===== src/rtl/uart_pkg.sv =====
// Shared UART definitions: parity modes, FSM state encodings, frame length.
// Latency: n/a (constants and a pure function only).
// Backpressure: n/a.
package uart_pkg;

   // Parity modes
   localparam int PAR_NONE = 0;
   localparam int PAR_ODD  = 1;
   localparam int PAR_EVEN = 2;

   // TX/RX FSM state encodings (shared by both directions)
   localparam logic [2:0] ST_IDLE   = 3'd0;
   localparam logic [2:0] ST_START  = 3'd1;
   localparam logic [2:0] ST_DATA   = 3'd2;
   localparam logic [2:0] ST_PARITY = 3'd3;
   localparam logic [2:0] ST_STOP   = 3'd4;

   // Serial bits per frame: start + data + optional parity + stop bits
   function automatic int frame_bits(input int data_bits, input int parity, input int stop_bits);
      return 1 + data_bits + ((parity != PAR_NONE) ? 1 : 0) + stop_bits;
   endfunction

endpackage


===== src/rtl/uart_rx_core.sv =====
// UART receive path: 2-flop synchroniser, mid-bit sampling FSM, held result with error flags.
// Latency: result valid the cycle after the first stop-bit sample (~2 sync cycles + CLK_DIV/2 into the stop bit).
// Backpressure: rx_valid held until rx_valid & rx_ready; a frame arriving while held is dropped and flagged as overrun.
module uart_rx_core
   import uart_pkg::*;
#(
   parameter int CLK_DIV   = 16,
   parameter int DATA_BITS = 8,
   parameter int PARITY    = 0
) (
   input  logic                 clk,
   input  logic                 rst,
   input  logic                 rxd,
   output logic [DATA_BITS-1:0] rx_data,
   output logic                 rx_valid,
   input  logic                 rx_ready,
   output logic                 rx_frame_err,
   output logic                 rx_parity_err,
   output logic                 rx_overrun
);

   localparam int CW = $clog2(CLK_DIV);
   localparam int BW = $clog2(DATA_BITS + 1);
   localparam logic [CW-1:0] BAUD_LAST = CW'(CLK_DIV - 1);
   localparam logic [CW-1:0] HALF_LAST = CW'(CLK_DIV / 2 - 1);
   localparam logic [BW-1:0] DATA_LAST = BW'(DATA_BITS - 1);

   logic                 sync1;
   logic                 sync2;
   logic                 line_prev;
   logic                 fall;
   logic [2:0]           state;
   logic [CW-1:0]        baud;
   logic [BW-1:0]        bitn;
   logic [DATA_BITS-1:0] shreg;
   logic                 bit_mid;
   logic                 sample_stop;
   logic                 parity_err_new;

   assign fall        = line_prev & ~sync2;
   assign bit_mid     = (baud == BAUD_LAST);
   assign sample_stop = (state == ST_STOP) && bit_mid;

   // Synchronise the asynchronous line and keep one delayed copy for edge detection
   always_ff @(posedge clk) begin
      if (!rst) begin
         sync1     <= 1'b1;
         sync2     <= 1'b1;
         line_prev <= 1'b1;
      end else begin
         sync1     <= rxd;
         sync2     <= sync1;
         line_prev <= sync2;
      end
   end

   // Frame FSM: half-bit wait validates the start bit, then one sample per bit period
   always_ff @(posedge clk) begin
      if (!rst) begin
         state <= ST_IDLE;
         baud  <= '0;
         bitn  <= '0;
         shreg <= '0;
      end else begin
         case (state)
            ST_IDLE: begin
               if (fall) begin
                  state <= ST_START;
                  baud  <= '0;
               end
            end
            ST_START: begin
               if (baud == HALF_LAST) begin
                  baud  <= '0;
                  bitn  <= '0;
                  state <= sync2 ? ST_IDLE : ST_DATA;  // high at mid-start = glitch
               end else begin
                  baud <= baud + CW'(1);
               end
            end
            ST_DATA: begin
               if (bit_mid) begin
                  baud  <= '0;
                  shreg <= {sync2, shreg[DATA_BITS-1:1]};
                  if (bitn == DATA_LAST) begin
                     state <= (PARITY != PAR_NONE) ? ST_PARITY : ST_STOP;
                  end else begin
                     bitn <= bitn + BW'(1);
                  end
               end else begin
                  baud <= baud + CW'(1);
               end
            end
            ST_PARITY: begin
               if (bit_mid) begin
                  baud  <= '0;
                  state <= ST_STOP;
               end else begin
                  baud <= baud + CW'(1);
               end
            end
            ST_STOP: begin
               if (bit_mid) begin
                  baud  <= '0;
                  state <= ST_IDLE;
               end else begin
                  baud <= baud + CW'(1);
               end
            end
            default: state <= ST_IDLE;
         endcase
      end
   end

   generate
      if (PARITY != PAR_NONE) begin : g_par
         logic par_rx;

         // Capture the received parity bit at its mid-bit sample
         always_ff @(posedge clk) begin
            if (!rst) begin
               par_rx <= 1'b0;
            end else if ((state == ST_PARITY) && bit_mid) begin
               par_rx <= sync2;
            end
         end

         // Odd mode expects an odd total of ones over data+parity, even mode an even total
         assign parity_err_new = (PARITY == PAR_ODD) ? ~(^shreg ^ par_rx) : (^shreg ^ par_rx);
      end else begin : g_nopar
         assign parity_err_new = 1'b0;
      end
   endgenerate

   // Deliver on the stop sample unless an unconsumed frame is held; consume clears everything
   always_ff @(posedge clk) begin
      if (!rst) begin
         rx_data       <= '0;
         rx_valid      <= 1'b0;
         rx_frame_err  <= 1'b0;
         rx_parity_err <= 1'b0;
         rx_overrun    <= 1'b0;
      end else if (sample_stop) begin
         if (!rx_valid || rx_ready) begin
            rx_data       <= shreg;
            rx_frame_err  <= ~sync2;
            rx_parity_err <= parity_err_new;
            rx_valid      <= 1'b1;
            rx_overrun    <= 1'b0;
         end else begin
            rx_overrun <= 1'b1;
         end
      end else if (rx_valid && rx_ready) begin
         rx_valid      <= 1'b0;
         rx_frame_err  <= 1'b0;
         rx_parity_err <= 1'b0;
         rx_overrun    <= 1'b0;
      end
   end

endmodule


===== src/rtl/uart_param_xcvr.sv =====
// Parametrised full-duplex UART: inline TX FSM plus uart_rx_core receive path.
// Latency: txd starts the cycle after tx_start is accepted; busy for frame_bits*CLK_DIV cycles.
// Backpressure: tx_start ignored while tx_busy (not queued); RX holds one frame, see uart_rx_core.
module uart_param_xcvr
   import uart_pkg::*;
#(
   parameter int CLK_DIV   = 16,
   parameter int DATA_BITS = 8,
   parameter int PARITY    = 0,
   parameter int STOP_BITS = 1
) (
   input  logic                 clk,
   input  logic                 rst,
   input  logic                 tx_start,
   input  logic [DATA_BITS-1:0] tx_data,
   output logic                 tx_busy,
   output logic                 tx_done,
   output logic                 txd,
   input  logic                 rxd,
   output logic [DATA_BITS-1:0] rx_data,
   output logic                 rx_valid,
   input  logic                 rx_ready,
   output logic                 rx_frame_err,
   output logic                 rx_parity_err,
   output logic                 rx_overrun
);

   localparam int CW = $clog2(CLK_DIV);
   localparam int BW = $clog2(DATA_BITS + 1);
   localparam int FB = frame_bits(DATA_BITS, PARITY, STOP_BITS);
   localparam logic [CW-1:0] BAUD_LAST = CW'(CLK_DIV - 1);
   localparam logic [BW-1:0] DATA_LAST = BW'(DATA_BITS - 1);
   localparam logic [BW-1:0] STOP_LAST = BW'(STOP_BITS - 1);

   logic [2:0]    tx_state;
   logic [CW-1:0] tx_baud;
   logic [BW-1:0] tx_bit;
   logic [FB-1:0] tx_sh;     // whole frame, LSB goes out first; ones shift in behind
   logic [FB-1:0] tx_frame;
   logic          bit_end;

   generate
      if (PARITY != PAR_NONE) begin : g_par
         logic par_bit;
         assign par_bit  = (PARITY == PAR_EVEN) ? ^tx_data : ~^tx_data;
         assign tx_frame = {{STOP_BITS{1'b1}}, par_bit, tx_data, 1'b0};
      end else begin : g_nopar
         assign tx_frame = {{STOP_BITS{1'b1}}, tx_data, 1'b0};
      end
   endgenerate

   assign bit_end = (tx_baud == BAUD_LAST);
   assign tx_busy = (tx_state != ST_IDLE);
   assign tx_done = (tx_state == ST_STOP) && bit_end && (tx_bit == STOP_LAST);
   assign txd     = tx_sh[0];

   // TX FSM: each state holds its bit for CLK_DIV cycles; the shift register supplies the line value
   always_ff @(posedge clk) begin
      if (!rst) begin
         tx_state <= ST_IDLE;
         tx_baud  <= '0;
         tx_bit   <= '0;
         tx_sh    <= '1;
      end else begin
         case (tx_state)
            ST_IDLE: begin
               if (tx_start) begin
                  tx_sh    <= tx_frame;
                  tx_baud  <= '0;
                  tx_bit   <= '0;
                  tx_state <= ST_START;
               end
            end
            default: begin
               if (!bit_end) begin
                  tx_baud <= tx_baud + CW'(1);
               end else begin
                  tx_baud <= '0;
                  tx_sh   <= {1'b1, tx_sh[FB-1:1]};
                  case (tx_state)
                     ST_START: begin
                        tx_state <= ST_DATA;
                        tx_bit   <= '0;
                     end
                     ST_DATA: begin
                        if (tx_bit == DATA_LAST) begin
                           tx_bit   <= '0;
                           tx_state <= (PARITY != PAR_NONE) ? ST_PARITY : ST_STOP;
                        end else begin
                           tx_bit <= tx_bit + BW'(1);
                        end
                     end
                     ST_PARITY: begin
                        tx_state <= ST_STOP;
                        tx_bit   <= '0;
                     end
                     ST_STOP: begin
                        if (tx_bit == STOP_LAST) begin
                           tx_state <= ST_IDLE;
                        end else begin
                           tx_bit <= tx_bit + BW'(1);
                        end
                     end
                     default: tx_state <= ST_IDLE;
                  endcase
               end
            end
         endcase
      end
   end

   uart_rx_core #(
      .CLK_DIV   (CLK_DIV),
      .DATA_BITS (DATA_BITS),
      .PARITY    (PARITY)
   ) u_rx (
      .clk           (clk),
      .rst           (rst),
      .rxd           (rxd),
      .rx_data       (rx_data),
      .rx_valid      (rx_valid),
      .rx_ready      (rx_ready),
      .rx_frame_err  (rx_frame_err),
      .rx_parity_err (rx_parity_err),
      .rx_overrun    (rx_overrun)
   );

endmodule

===== config.mk =====
export PLATFORM = sky130hd
export DESIGN_NAME = uart_param_xcvr
export DESIGN_NICKNAME = d
export VERILOG_FILES = /design/src/rtl/uart_pkg.sv /design/src/rtl/uart_rx_core.sv /design/src/rtl/uart_param_xcvr.sv
export SDC_FILE = /design/constraint.sdc
export NUM_CORES = 1
export LEC_CHECK = 0
export CORE_ASPECT_RATIO = 1.2
export CORE_MARGIN = 10
export CORE_UTILIZATION = 30
export CTS_CLUSTER_DIAMETER = 60
export DETAILED_ROUTE_END_ITERATION = 6
export DONT_BUFFER_PORTS = 1
export PLACE_DENSITY = 0.46
export SYNTH_ARGS = -nofsm -noshare
export SYNTH_HDL_FRONTEND = slang
export SYNTH_SLANG_ARGS = --single-unit
export TNS_END_PERCENT = 100

===== constraint.sdc =====
create_clock -name clk -period 1.85 [get_ports clk]
set_clock_uncertainty 0.1 [all_clocks]
set_input_delay 0.0925 -clock clk [delete_from_list [all_inputs] [get_ports clk]]
set_output_delay 0.0925 -clock clk [all_outputs]
set_load 0.005 [all_outputs]

======== Yosys cells after proc, flatten, opt, wreduce, memory -nomap -nowiden ========
Cells that the tools add are included.
operators by class
  $add $sub $neg .......................... 4
  eq/ne operators ......................... 25
  mux-type cells .......................... 42
  bitwise operators ....................... 2
  reduce and logical (&&, ||, !) cells .... 26
operator list
  operator                                               number
  two-way mux 4 bit                                      13
  two-way mux 3 bit                                      11
  two-way mux 10 bit                                     3
  case mux 4 bit (3 select lines)                        2
  adder 4 x 1 -> 4 bit, second input constant            4
  case mux 3 bit (5 select lines)                        1
  == test 3 x 2 -> 1 bit, second input constant          4
  == test 4 x 3 -> 1 bit, second input constant          3
  inequality test 2 x 1 -> 1 bit, second input constant  6
  case mux 3 bit (4 select lines)                        1
  AND reduction 4 bit                                    3
  AND reduction 2 bit                                    5
  two-way mux 1 bit                                      9
  == test 4 bit, second input constant                   2
  case mux 4 bit (2 select lines)                        1
  == test 3 x 1 -> 1 bit, second input constant          2
  == test 3 bit, second input constant                   2
  zero test 3 bit                                        2
  inequality test 2 bit, second input constant           3
  AND reduction 6 bit                                    1
  nonzero test 2 bit                                     3
  nonzero test 3 bit                                     2
  logical AND 1 bit                                      4
  zero test 4 bit                                        1
  11 further kinds                                       11
storage, ports and cells
  register bits after elaboration ......... 55
  input bits .............................. 13
  output and inout port bits .............. 15

======== Depth between registers and ports, before layout ========
  depth in word-level cells ............... 5
  gate-level depth with buffers ........... 8

======== Modules after synthesis ========
From an unflattened synthesis, not the netlist that was laid out.
unflattened totals
  cell total of the unflattened synthesis .. 302
  area total of the unflattened synthesis .. 2627.5 um^2
modules (own cells, without submodules)
  module           times used  cells each  area an instance (um^2)  seq. area each (um^2)
  uart_rx_core     1           164         1524.0                   660.6
  uart_param_xcvr  1           138         1103.6                   400.4

======== Least setup slack after synthesis ========
Ideal clock, no wire load.
  path kind ............................... register -> register
  from .................................... reg u_rx.bitn[0]
  to ...................................... reg u_rx.bitn[3]
  library setup time ...................... 0.070 ns
  arrival time ............................ 1.742 ns
  path slack .............................. -0.061 ns
  cell stages (with the launch flop) ...... 8
  path through ............................ dfxtp_1 ha_1 nand3b_1 a32oi_1 or3_1 buf_2 or4_1 a21oi_1
between the ends
  cells in the longest elaborated chain, start to end .. 4
  elaborated cells between the ends (all ways) .. 7
RTL lines
  item                             line                RTL
  start, declared                  uart_rx_core.sv:34  logic [BW-1:0] bitn;
  start signal, assigned           uart_rx_core.sv:88  bitn <= bitn + BW'(1);
  adder 4 x 1 -> 4 bit             uart_rx_core.sv:88
  two-way mux 4 bit                uart_rx_core.sv:85  if (bitn == DATA_LAST) begin
  two-way mux 4 bit                uart_rx_core.sv:82  if (bit_mid) begin
  case mux 4 bit (2 select lines)  uart_rx_core.sv:65  case (state)
Parallel ways exist; a longest one is shown, timed or not. The select of a mux whose other input is x is not followed.
A chain may end at the register's enable or synchronous reset.

======== Worst setup path after layout ========
  from .................................... reg u_rx.bitn[1]
  to ...................................... reg u_rx.bitn[1]
Same word-level chain as after synthesis.

==> metrics.md <==
| Metric | Value |
|---|---|
| FF+latch count, synth | `53` |
| Switching part of the total | `approximately a quarter` |
| Clock-pin slew on the worst setup and hold paths | `0.10 ns` |
| Non-filler instance count after layout | `between 400 and 500` |
| First-pass iteration count of the detailed router | `4` |
| Sequential share of power | `around 53%` |
| Routed Antenna Nets | `0` |
| Final global-route overflow total | `0` |
| Worst setup margin | `-0.00292 ns` |
| Setup crit end kind | `register` |
| Final TNS setup | `-0.00292 ns` |
| Clock Power Share | `approximately 34%` |
| Fin. max-slew vios | `0` |
| Layout cells sized above 1 | `between 15 and 20%` |
| TritonCTS Buffers | `5` |
| Commonest non-fill, non-tap cell in the layout | `nand2_1` |
| Synth warnings | `0` |
| Largest net degree at the start of global routing | `23` |
| Post-Synthesis Cells | `slightly above 300` |
| Slew @ Worst Pin | `roughly 0.74 ns` |
| P&R area growth vs syn | `22.3%` |
| Die area | `roughly 12,000 um^2` |
| I/O Pins | `28` |
| Final setup viols | `1` |
| Average wire per standard cell | `about 14 um` |
| Relative slew slack | `approximately 50%` |
| Post-synthesis sequential area ratio | `43.7%` |
| Hold Vio Cnt, Final | `0` |
| CTS tree | `done` |
| Nets | `358` |
| Clock sink count | `53` |
| Net Sw Power | `approximately 550 uW` |
| Period utilization | `100%` |
| Post-Place Worst Slack | `-0.0386 ns` |
| GRT Overall Usage | `under 10%` |
| RePlAce Congestion | `about 0.78` |
| Dpl hpwl | `approximately 4.2 mm` |
| Failing checks | `setup timing` |
| Max cap viols | `0` |
| Net Count, Synth | `327` |
| First-pass GRT wire length | `9.77 mm` |
| Row cnt | `35` |
| Clock buffer depth | `2` |
| Vias in the first global route | `around 2,100` |
| Worst skew pair latency | `0.30 ns` |
| Drt total wl | `a little under 6 mm` |
| Element type at the critical path start | `register` |
| Maximum vdd drop | `between 200 and 300 uV` |
| Placed Cells | `413` |
| RSZ-0062 raised after global routing | `true` |
| F_max | `between 500 and 600 MHz` |
| Antenna violations before repair | `0` |
| Area of the core | `between 7000 and 8000 um^2` |
| Total Power | `2250 uW` |
| Hold Path Class | `input pin to register` |
| Crit path DAT | `just under 2 ns` |
| Type of the worst setup path | `register to register` |
| Initial Util | `between 30 and 40%` |
| Fin util | `38.1%` |
| Worst Path Required | `about 2.0 ns` |
| Die H | `between 100 and 150 um` |
| Cell Area, Synth | `roughly 2400 um^2` |
| Via Count | `2,189` |
| PD cells | `757 nW/um^2` |
| CTS H-Tree Depth | `2` |
| IO buf count | `0` |
| Leak Pwr | `around 0.0011 uW` |
| CTS root buf | `clkbuf_8` |
| DRC Markers | `0` |
| Drt initial violations | `104` |
| Period minus WS final | `about 1.9 ns` |
| Commonest cells after routing, fill and taps aside | `nand2_1 (52), dfxtp_1 (47), buf_4 (32)` |
| N_diodes | `0` |
| Critical Path Fanout Max | `5` |
| Combinational share of power | `between 10 and 15%` |
| Status | `finished, violations left` |
| Syn avg cell area | `roughly 8 um^2` |
| Synth cell types | `43` |
| DR vias/cell | `5.07` |
| Internal cell power | `about 1700 uW` |
| Die W | `roughly 100 um` |
-- state kept, by name (all words and copies together) (netlist names) --
register           count
u_rx.rx_overrun        1
u_rx.state             3
u_rx.rx_valid          1
u_rx.line_prev         1
tx_state               3
u_rx.rx_data           8
u_rx.bitn              4
tx_baud                4
tx_bit                 4
u_rx.shreg             8
u_rx.rx_frame_err      1
u_rx.sync1             1
u_rx.baud              4
tx_sh                  9
u_rx.sync2             1
-- power groups by stage --
stage	registers (uW)	clock network, uW	logic [uW]
2_1_floorplan	1220	0	185
3_3_place_gp	1220	0	241
3_5_place_dp	1220	0	240
4_1_cts	1190	801	267
5_1_grt	1200	835	316
6_report	1200	771	279
-- metal layers --
metal	routed length, um	GRT usage (%)
met1	2780	11.5
met2	2790	16.2
met4	56	3.00
met3	250	2.51
met5	0	0
-- synthesized netlist by cell type (all sizes together) --
| master | instances | share of area (%) |
|---|---|---|
| a311oi | 1 | 0.36 |
| o211a | 1 | 0.41 |
| or4b | 1 | 0.41 |
| mux2i | 2 | 0.82 |
| and2 | 1 | 0.26 |
| clkbuf | 14 | 3.0 |
| o21ai | 29 | 6.0 |
| a2bb2oi | 1 | 0.36 |
| a31o | 1 | 0.36 |
| nand4 | 1 | 0.26 |
| inv | 7 | 1.1 |
| a31oi | 2 | 0.52 |
| nor3 | 5 | 1.0 |
| nand3 | 23 | 4.7 |
| ha | 5 | 2.6 |
| or4 | 1 | 0.31 |
| a22oi | 2 | 0.62 |
| or3 | 4 | 1.1 |
| buf | 6 | 1.9 |
| nand2b | 6 | 1.5 |
| nand4b | 2 | 0.72 |
| nand3b | 5 | 1.5 |
| a21boi | 1 | 0.31 |
| conb | 1 | 0.15 |
| o221a | 1 | 0.46 |
| dfxtp | 53 | 44 |
| and3 | 7 | 1.8 |
| o32ai | 1 | 0.36 |
| o311ai | 1 | 0.36 |
| nor2 | 27 | 4.2 |
| o22ai | 2 | 0.52 |
| a32oi | 1 | 0.36 |
| nand2 | 53 | 8.2 |
| nor2b | 6 | 1.5 |
| nor4b | 2 | 0.72 |
| a21oi | 28 | 5.8 |
| nor3b | 2 | 0.62 |
| o311a | 1 | 0.41 |
| o211ai | 2 | 0.62 |
-- timing repair --
| item | 4_1_cts | 5_1_grt |
|---|---|---|
| resized for setup | 6 | 16 |
| setup endpoints to repair | 12 | 42 |
| hold endpoints to repair | 24 | 0 |
| pin swaps | 1 | 6 |
| buffers inserted | 0 | 1 |
| hold buffers | 11 | 0 |
-- path summary, 6_finish.rpt --
path              slack, ns          from           end  depth (start not counted)
hold / removal         0.02      tx_start   tx_state[0]                          2
hold reg to reg        0.32    u_rx.sync1    u_rx.sync2                          1
setup reg to reg     -0.003  u_rx.bitn[1]  u_rx.bitn[1]                          6
setup / recovery     -0.003  u_rx.bitn[1]  u_rx.bitn[1]                          6
-- through the flow --
step           hold WS [ns]  instance area [um^2]
5_1_grt              0.0268                  2970
3_5_place_dp         0.0615                  2670
4_1_cts              0.0659                  2910
3_3_place_gp         0.0596                  2670
2_1_floorplan        0.0940                  2430
6_report             0.0215                  2970
-- worst max-delay path: stages, from the launching register on --
cell and delay, ns:
dfxtp_2 0.34, ha_4 0.15, nand3b_1 0.09, a32oi_1 0.10, or3_4 0.40, or3_2 0.47, a21oi_2 0.14
-- area by class of cell --
cell class | instances | area, um^2
clock buffer | 5 | 68.8
clock inverter | 2 | 35.0
fill | 837 | 4830
inverter | 7 | 26.3
multi-input combinational | 229 | 1290
sequential | 53 | 1070
tap | 92 | 115
timing repair buffer | 44 | 364
-- cells by family after synthesis --
group / Yosys count / synth area share [%]
adder cells (fa/ha/maj): 5 / 2.58
multiplexers: 2 / 0.824
buffers and inverters: 27 / 5.98
other: 1 / 0.154
AND/OR/NAND/NOR: 146 / 29.0
AO/OA/AOI/OAI: 75 / 17.8
flip-flops: 53 / 43.7
(Power assumes the default switching activity.)
